File: src/rtl/spike_rx_interface.sv
// Receive-side network interface: buffers router spike packets and
// delivers one weighted spike per handshake to the neuron array.
//
// Ports:
//   clk, rst         clock, synchronous active-high reset
//   rx_valid         router offers rx_packet
//   rx_packet        {src[31:24], idx[23:16], weight[15:0]}
//   rx_ready         FIFO can accept (not full)
//   nrn_valid        spike offered to the neuron array
//   nrn_sel          one-hot target neuron, zero when idle
//   nrn_weight       signed weight, passed through unmodified
//   nrn_src          source node id
//   nrn_ready        neuron array accepts the spike
//   drop_pulse       one cycle per discarded bad-index packet
//   busy             FIFO holds data or FSM is not idle
//   rx_count         accepted packets (SPIKE_RX_STATS_EN only)
//   drop_count       dropped packets (SPIKE_RX_STATS_EN only)
//
// Optional feature macro: SPIKE_RX_STATS_EN enables the saturating
// rx_count/drop_count counters and their ports.
module spike_rx_interface #(
  parameter int DATA_WIDTH  = 32,
  parameter int NUM_NEURONS = 4,
  parameter int FIFO_DEPTH  = 4
) (
  input  logic                   clk,
  input  logic                   rst,
  input  logic                   rx_valid,
  input  logic [DATA_WIDTH-1:0]  rx_packet,
  output logic                   rx_ready,
  output logic                   nrn_valid,
  output logic [NUM_NEURONS-1:0] nrn_sel,
  output logic [15:0]            nrn_weight,
  output logic [7:0]             nrn_src,
  input  logic                   nrn_ready,
  output logic                   drop_pulse,
  output logic                   busy
`ifdef SPIKE_RX_STATS_EN
  ,
  output logic [15:0]            rx_count,
  output logic [15:0]            drop_count
`endif
);

  localparam int AW = $clog2(FIFO_DEPTH);
  localparam logic [7:0] BCAST_IDX = 8'hFF;
  localparam logic [7:0] NN8 = 8'(NUM_NEURONS);
  localparam logic [7:0] LAST = 8'(NUM_NEURONS - 1);
  localparam logic [NUM_NEURONS-1:0] ONE = NUM_NEURONS'(1);

  typedef enum logic [1:0] {
    IDLE,
    DECODE,
    UNI,
    BCAST
  } state_t;

  state_t state_q, state_d;

  // ---------------- ingress FIFO ----------------
  logic [DATA_WIDTH-1:0] mem [FIFO_DEPTH];
  logic [AW:0] wp, rp;
  logic empty, full, push, pop;

  // Extra pointer bit separates full from empty.
  assign empty = (wp == rp);
  assign full  = (wp[AW] != rp[AW]) &&
                 (wp[AW-1:0] == rp[AW-1:0]);

  // No push-through: a pop in the same cycle
  // does not reopen a full FIFO.
  assign rx_ready = !full;
  assign push = rx_valid && !full;
  assign pop  = (state_q == IDLE) && !empty;

  always_ff @(posedge clk) begin
    if (push)
      mem[wp[AW-1:0]] <= rx_packet;
  end

  always_ff @(posedge clk) begin
    if (rst) begin
      wp <= '0;
      rp <= '0;
    end else begin
      if (push) wp <= wp + 1'b1;
      if (pop)  rp <= rp + 1'b1;
    end
  end

  // ---------------- hold register ----------------
  logic [DATA_WIDTH-1:0] hold;
  logic [7:0]  h_src, h_idx;
  logic [15:0] h_w;

  always_ff @(posedge clk) begin
    if (rst)
      hold <= '0;
    else if (pop)
      hold <= mem[rp[AW-1:0]];
  end

  assign h_src = hold[31:24];
  assign h_idx = hold[23:16];
  assign h_w   = hold[15:0];

  // ---------------- FSM: state register ----------------
  logic [7:0] cnt_q, cnt_d;
  logic       cnt_last;

  assign cnt_last = (cnt_q == LAST);

  always_ff @(posedge clk) begin
    if (rst) begin
      state_q <= IDLE;
      cnt_q   <= '0;
    end else begin
      state_q <= state_d;
      cnt_q   <= cnt_d;
    end
  end

  // ---------------- FSM: next state ----------------
  always_comb begin
    state_d = state_q;
    cnt_d   = cnt_q;
    unique case (state_q)
      IDLE: begin
        if (!empty) state_d = DECODE;
      end
      DECODE: begin
        unique case (1'b1)
          (h_idx == BCAST_IDX): begin
            state_d = BCAST;
            cnt_d   = '0;
          end
          (h_idx < NN8): state_d = UNI;
          default:       state_d = IDLE;
        endcase
      end
      UNI: begin
        if (nrn_ready) state_d = IDLE;
      end
      BCAST: begin
        if (nrn_ready) begin
          if (cnt_last) state_d = IDLE;
          else          cnt_d = cnt_q + 8'd1;
        end
      end
      default: state_d = IDLE;
    endcase
  end

  // ---------------- FSM: outputs (next values) ----------------
  // Outputs are computed one cycle ahead and registered, so
  // they are presented the cycle after DECODE and hold steady
  // until the neuron array accepts.
  logic                   valid_d, drop_d;
  logic [NUM_NEURONS-1:0] sel_d;
  logic [15:0]            weight_d;
  logic [7:0]             src_d;

  always_comb begin
    valid_d  = nrn_valid;
    sel_d    = nrn_sel;
    weight_d = nrn_weight;
    src_d    = nrn_src;
    drop_d   = 1'b0;
    unique case (state_q)
      IDLE: begin
        valid_d = 1'b0;
        sel_d   = '0;
      end
      DECODE: begin
        unique case (1'b1)
          (h_idx == BCAST_IDX): begin
            valid_d  = 1'b1;
            sel_d    = ONE;
            weight_d = h_w;
            src_d    = h_src;
          end
          (h_idx < NN8): begin
            valid_d  = 1'b1;
            sel_d    = ONE << h_idx;
            weight_d = h_w;
            src_d    = h_src;
          end
          default: begin
            valid_d = 1'b0;
            sel_d   = '0;
            drop_d  = 1'b1;
          end
        endcase
      end
      UNI: begin
        if (nrn_ready) begin
          valid_d = 1'b0;
          sel_d   = '0;
        end
      end
      BCAST: begin
        if (nrn_ready) begin
          if (cnt_last) begin
            valid_d = 1'b0;
            sel_d   = '0;
          end else begin
            sel_d = ONE << (cnt_q + 8'd1);
          end
        end
      end
      default: begin
        valid_d = 1'b0;
        sel_d   = '0;
      end
    endcase
  end

  always_ff @(posedge clk) begin
    if (rst) begin
      nrn_valid  <= 1'b0;
      nrn_sel    <= '0;
      nrn_weight <= '0;
      nrn_src    <= '0;
      drop_pulse <= 1'b0;
    end else begin
      nrn_valid  <= valid_d;
      nrn_sel    <= sel_d;
      nrn_weight <= weight_d;
      nrn_src    <= src_d;
      drop_pulse <= drop_d;
    end
  end

  assign busy = !empty || (state_q != IDLE);

`ifdef SPIKE_RX_STATS_EN
  // ---------------- saturating statistics ----------------
  always_ff @(posedge clk) begin
    if (rst) begin
      rx_count   <= '0;
      drop_count <= '0;
    end else begin
      if (push && rx_count != 16'hFFFF)
        rx_count <= rx_count + 16'd1;
      if (drop_d && drop_count != 16'hFFFF)
        drop_count <= drop_count + 16'd1;
    end
  end
`endif

endmodule

File: config.mk
export PLATFORM = sky130hd
export DESIGN_NAME = spike_rx_interface
export DESIGN_NICKNAME = d
export VERILOG_FILES = /design/src/rtl/spike_rx_interface.sv
export SDC_FILE = /design/constraint.sdc
export NUM_CORES = 1
export LEC_CHECK = 0
export CORE_AREA = 2 2 124 126
export DETAILED_ROUTE_END_ITERATION = 8
export DIE_AREA = 0 0 126 128
export GPL_ROUTABILITY_DRIVEN = 1
export HOLD_SLACK_MARGIN = 0.15
export PLACE_DENSITY = 0.8
export SYNTH_ARGS = -nofsm -noshare
export SYNTH_HDL_FRONTEND = slang
export SYNTH_SLANG_ARGS = --single-unit
File: constraint.sdc
create_clock -name clk -period 3.75 [get_ports clk]
set_input_delay 0.75 -clock clk [delete_from_list [all_inputs] [get_ports clk]]
set_output_delay 0.75 -clock clk [all_outputs]
set_load 0.03 [all_outputs]
Word level (Yosys, flattened, before mapping) --
Memory sizes are Yosys's and may differ from the RTL's. A register that Yosys moved wholly into a read port is not among the register bits. Index checks and enable logic that the tools add are counted.
Cells by class: add/sub/neg operators 3, magnitude comparators 1, shifts and indexed selects 2, muxes and demuxes 23, reduce and logical (&&, ||, !) cells 16, equality and inequality tests 14, bitwise logic cells 1
Operators by type and width (number):
- 8-bit two-way mux | 3
- 4-bit one-hot mux with 4 select lines | 1
- 8-bit one-hot mux with 2 select lines | 1
- 1-bit by 8-bit left shift with 4-bit output, first input constant | 2
- 4-bit two-way mux | 3
- 2-bit inequality test, second input constant | 6
- 8-bit by 1-bit adder with 8-bit output, second input constant | 1
- 8-bit by 2-bit == test with 1-bit output, second input constant | 1
- 8-bit == test, second input constant | 1
- 8-bit by 3-bit less-than comparator with 1-bit output, second input constant | 1
- 2-bit two-way mux | 4
- 2-bit one-hot mux with 4 select lines | 1
- 4-bit one-hot mux with 2 select lines | 1
- 4-bit AND reduction | 2
- 1-bit two-way mux | 7
- 3-bit by 1-bit adder with 3-bit output, second input constant | 2
- 2-bit == test, second input constant | 2
- 1-bit one-hot mux with 4 select lines | 1
- 2-bit one-hot mux with 2 select lines | 1
- 2-bit AND reduction | 2
- 2-bit nonzero test | 2
- 2-bit OR reduction | 2
- 3-bit == test | 1
- 1-bit logical AND | 3
- other kinds (8) | 9
Storage, ports and cells: output and inout port bits 32, bits in registers 46, memories 1, logic and storage cells 70, RAM bits 128
Memories:
- mem | words 4, bits a word 32, read ports 1, clocked after Yosys merged registers in 1, wr ports 1, line 61 | logic [DATA_WIDTH-1:0] mem [FIFO_DEPTH];

Longest topological paths before layout --
word-level depth 6, depth in mapped cells 7, depth with buffers taken out 6

Worst setup path after synthesis --
OpenSTA, ideal clock, no wires.
kind input to register, start input rx_valid, end memory mem[3][0], enable pin, required time 3356 ps, stages on the path 3, arrival time 2000 ps, path slack 1357 ps, path buffers 0, path through inv_1 -> a31oi_1 -> and2_1
On the way: word-level cells in the longest chain between the ends 3
Ends and longest elaborated chain:
- start: declaration | line 28 | input logic rx_valid,
- 1-bit logical AND | line 73 | assign push = rx_valid && !full;
- 1-bit two-way mux | line 77 | if (push)
- 1-bit two-way mux (implied by the code) | line 78 | mem[wp[AW-1:0]] <= rx_packet;
- end: declaration | line 61
No other way between the ends.

Worst setup path in the final report --
start register wp[0], end output busy
On the way: word-level cells in the longest chain between the ends 3
Ends and longest elaborated chain:
- start: declaration | line 62 | logic [AW:0] wp, rp;
- start signal: assignment | line 86 | if (push) wp <= wp + 1'b1;
- 3-bit == test | line 66 | assign empty = (wp == rp);
- 1-bit zero test | line 234 | assign busy = !empty || (state_q != IDLE);
- 1-bit logical OR | line 234
- end: declaration | line 37 | output logic busy
No other way between the ends.

==> metrics <==
status=completed; Total Power=6383 uW; Slew @ Worst Pin=1096 ps; worst setup margin=922.0 ps; CTS H-tree lvls=1; Achievable Freq=353.6 MHz; post-route antenna net violation count=0; worst-case clock buffer depth=3; Max FO, Critical Path=5; Setup CP Type=reg -> out; Reg2Reg Depth=4; worst setup path start=wp[0]; Worst VDD drop=420.3 uV; nets=691; leading cell type in the layout, fill and taps excluded=nand2_1; Met2 Wirelength=8.120 mm; top sig layer=met4; Setup TNS=0 ps; Place WS=877.0 ps; first-pass GRT wire length=25.51 mm; TritonCTS clock tree=yes; Post-synth EDFFs=128; total CTS buffers=21; fin crit period=2828 ps; commonest cells after routing, fill and taps aside=138 x nand2_1, 128 x edfxtp_1, 77 x dfxtp_1; worst hold stages=2; top cell type's share of synthesized area=0.4852; Die W=126 um; fin crit share=0.7541; CTS sink count=206; # placed instances=814; Core ar.=14860 um^2; PostCTS Resize Cnt=0; syn_area_per_cell=13.66 um^2; Synth area leaders=edfxtp_1 49%, dfxtp_1 20%, mux4_2 9.1%; cell taking the most area after synthesis=edfxtp_1; Slew HR=0.2691; clk slew on worst S/H paths=60 ps; arrival time worst endpoint=2080 ps; Layout Cells excl Fill=851; initial core utilization=0.5330; initial antenna violation count=0; Final Skew=14.62 ps; post-CTS setup buffers=0; post-DP HPWL=10.50 mm; Fin. Hold Viols=0; vias in the first global route=4811; vias per cell=5.727; synthesized instance count=580; port buffer count=67; die area=16130 um^2; RSZ-0062 raised after global routing=no; P_leak=0.003090 uW; Yosys warning count=0; Final setup violation count=0; DRC Markers=0; Yosys cell types=47; GR Util All Layers=0.1995; CP Capture Type=output pin; router iterations before antenna repair=4; area growth from synthesis to layout=18.84%; vias post-DR=4874; layout cells sized above 1=0.1327; HP Class=reg -> reg; ys flop type=edfxtp_1; max-slew violations=0; post-synthesis sequential area ratio=0.6822; latest clock arrival within the worst-skew pair=500 ps; final WL=16.20 mm; asr flop ratio synth=0; Std-Cell Rows=45; Syn Nets=622; M1 WL=6.892 mm; worst r2r src=wp[0]; Synth Register Bits=206; die height=128 um; cts hold-fix bufs=0; gr ovfl total=0; antenna diode count=0; Layout fillers=1065; startpoint types=register; DR iter-0 viols=386; Post-Synthesis Cell Area=7923 um^2; pwr dens=677.9 nW/um^2; Top Ports=68; HP Start=hold[13]; CP Data Required Time=3000 ps; routability cong.=0.8033; max_cap viols=0; routed len/inst=19.03 um; met3 WL=874 um; largest net degree at the start of global routing=43; CTS root buffer=clkbuf_16
==> cell families (layout without fill, tap and decap cells) <==
kind of cell	after synthesis	count (layout)	synth area share
flops	206	206	0.6822
buf+inv	38	121	0.02511
mux	33	33	0.09223
compound gates	92	92	0.06933
fa+ha+maj	6	6	0.009475
simple gates	193	193	0.1064
xor+xnor	12	12	0.01516
==> registers in the layout, indices dropped and copies added (netlist names) <==
register / count
nrn_weight: 16
mem: 128
cnt_q: 8
hold: 32
nrn_valid: 1
nrn_sel: 4
state_q: 2
drop_pulse: 1
rp: 3
wp: 3
nrn_src: 8
==> Yosys cell counts (3+ instances only) <==
cell	instances
nand2_1	138
edfxtp_1	128
dfxtp_1	78
a21oi_1	67
mux4_2	32
clkbuf_1	15
nor2_1	15
nand3_1	10
buf_2	9
ha_1	6
xnor2_1	6
a31oi_1	5
and2_1	5
buf_6	5
inv_1	5
nand4_1	4
o21ai_0	4
xor2_1	4
nand2b_1	3
o31ai_1	3
or3_1	3
==> where the power goes <==
group / total [uW] / switching, uW / internal (uW)
logic: 1490 / 912 / 581
clock network: 2020 / 820 / 1200
registers: 2870 / 168 / 2700
total: 6380 / 1900 / 4480
==> final timing paths <==
check	endpoint	slack [ps]
worst max-delay path	busy	920
worst min-delay path	nrn_weight[13]	450
worst max register to register	mem[1][24]	1360
worst min register to register	nrn_weight[13]	450
==> layout make-up <==
type | count | area, um^2 | area share
well taps | 188 | 235.2 | 0.02498
flip-flops and latches | 206 | 5406 | 0.5742
repair buffers | 79 | 755.7 | 0.08027
inverters | 5 | 18.77 | 0.001993
clock inverters | 5 | 27.53 | 0.002924
clock buffers | 32 | 653.1 | 0.06937
multi-input cells | 336 | 2318 | 0.2462
==> routing by layer <==
metal	vias to the layer above	global-route usage
li1	2258	-
met1	2433	0.2695
met2	165	0.3390
met3	18	0.02713
met4	0	0.06464
met5	-	0
==> critical path, cell delays in order (launching register included) <==
cell	delay, ps
dfxtp_1	390
xnor2_2	400
nand4_1	140
clkdlybuf4s50_1	650
==> per-stage QoR <==
| step | hold slack, ps | utilization | area, um^2 |
|---|---|---|---|
| after global placement | 440.0 | 0.5876 | 8735 |
| after CTS | 448.1 | 0.6334 | 9415 |
| final | 448.0 | 0.6334 | 9415 |
| after floorplan | 432.1 | - | 7923 |
| after detailed placement | 445.0 | 0.5876 | 8735 |
| after global routing | 468.7 | 0.6334 | 9415 |
Note: power is estimated with default switching activity, not from simulation.
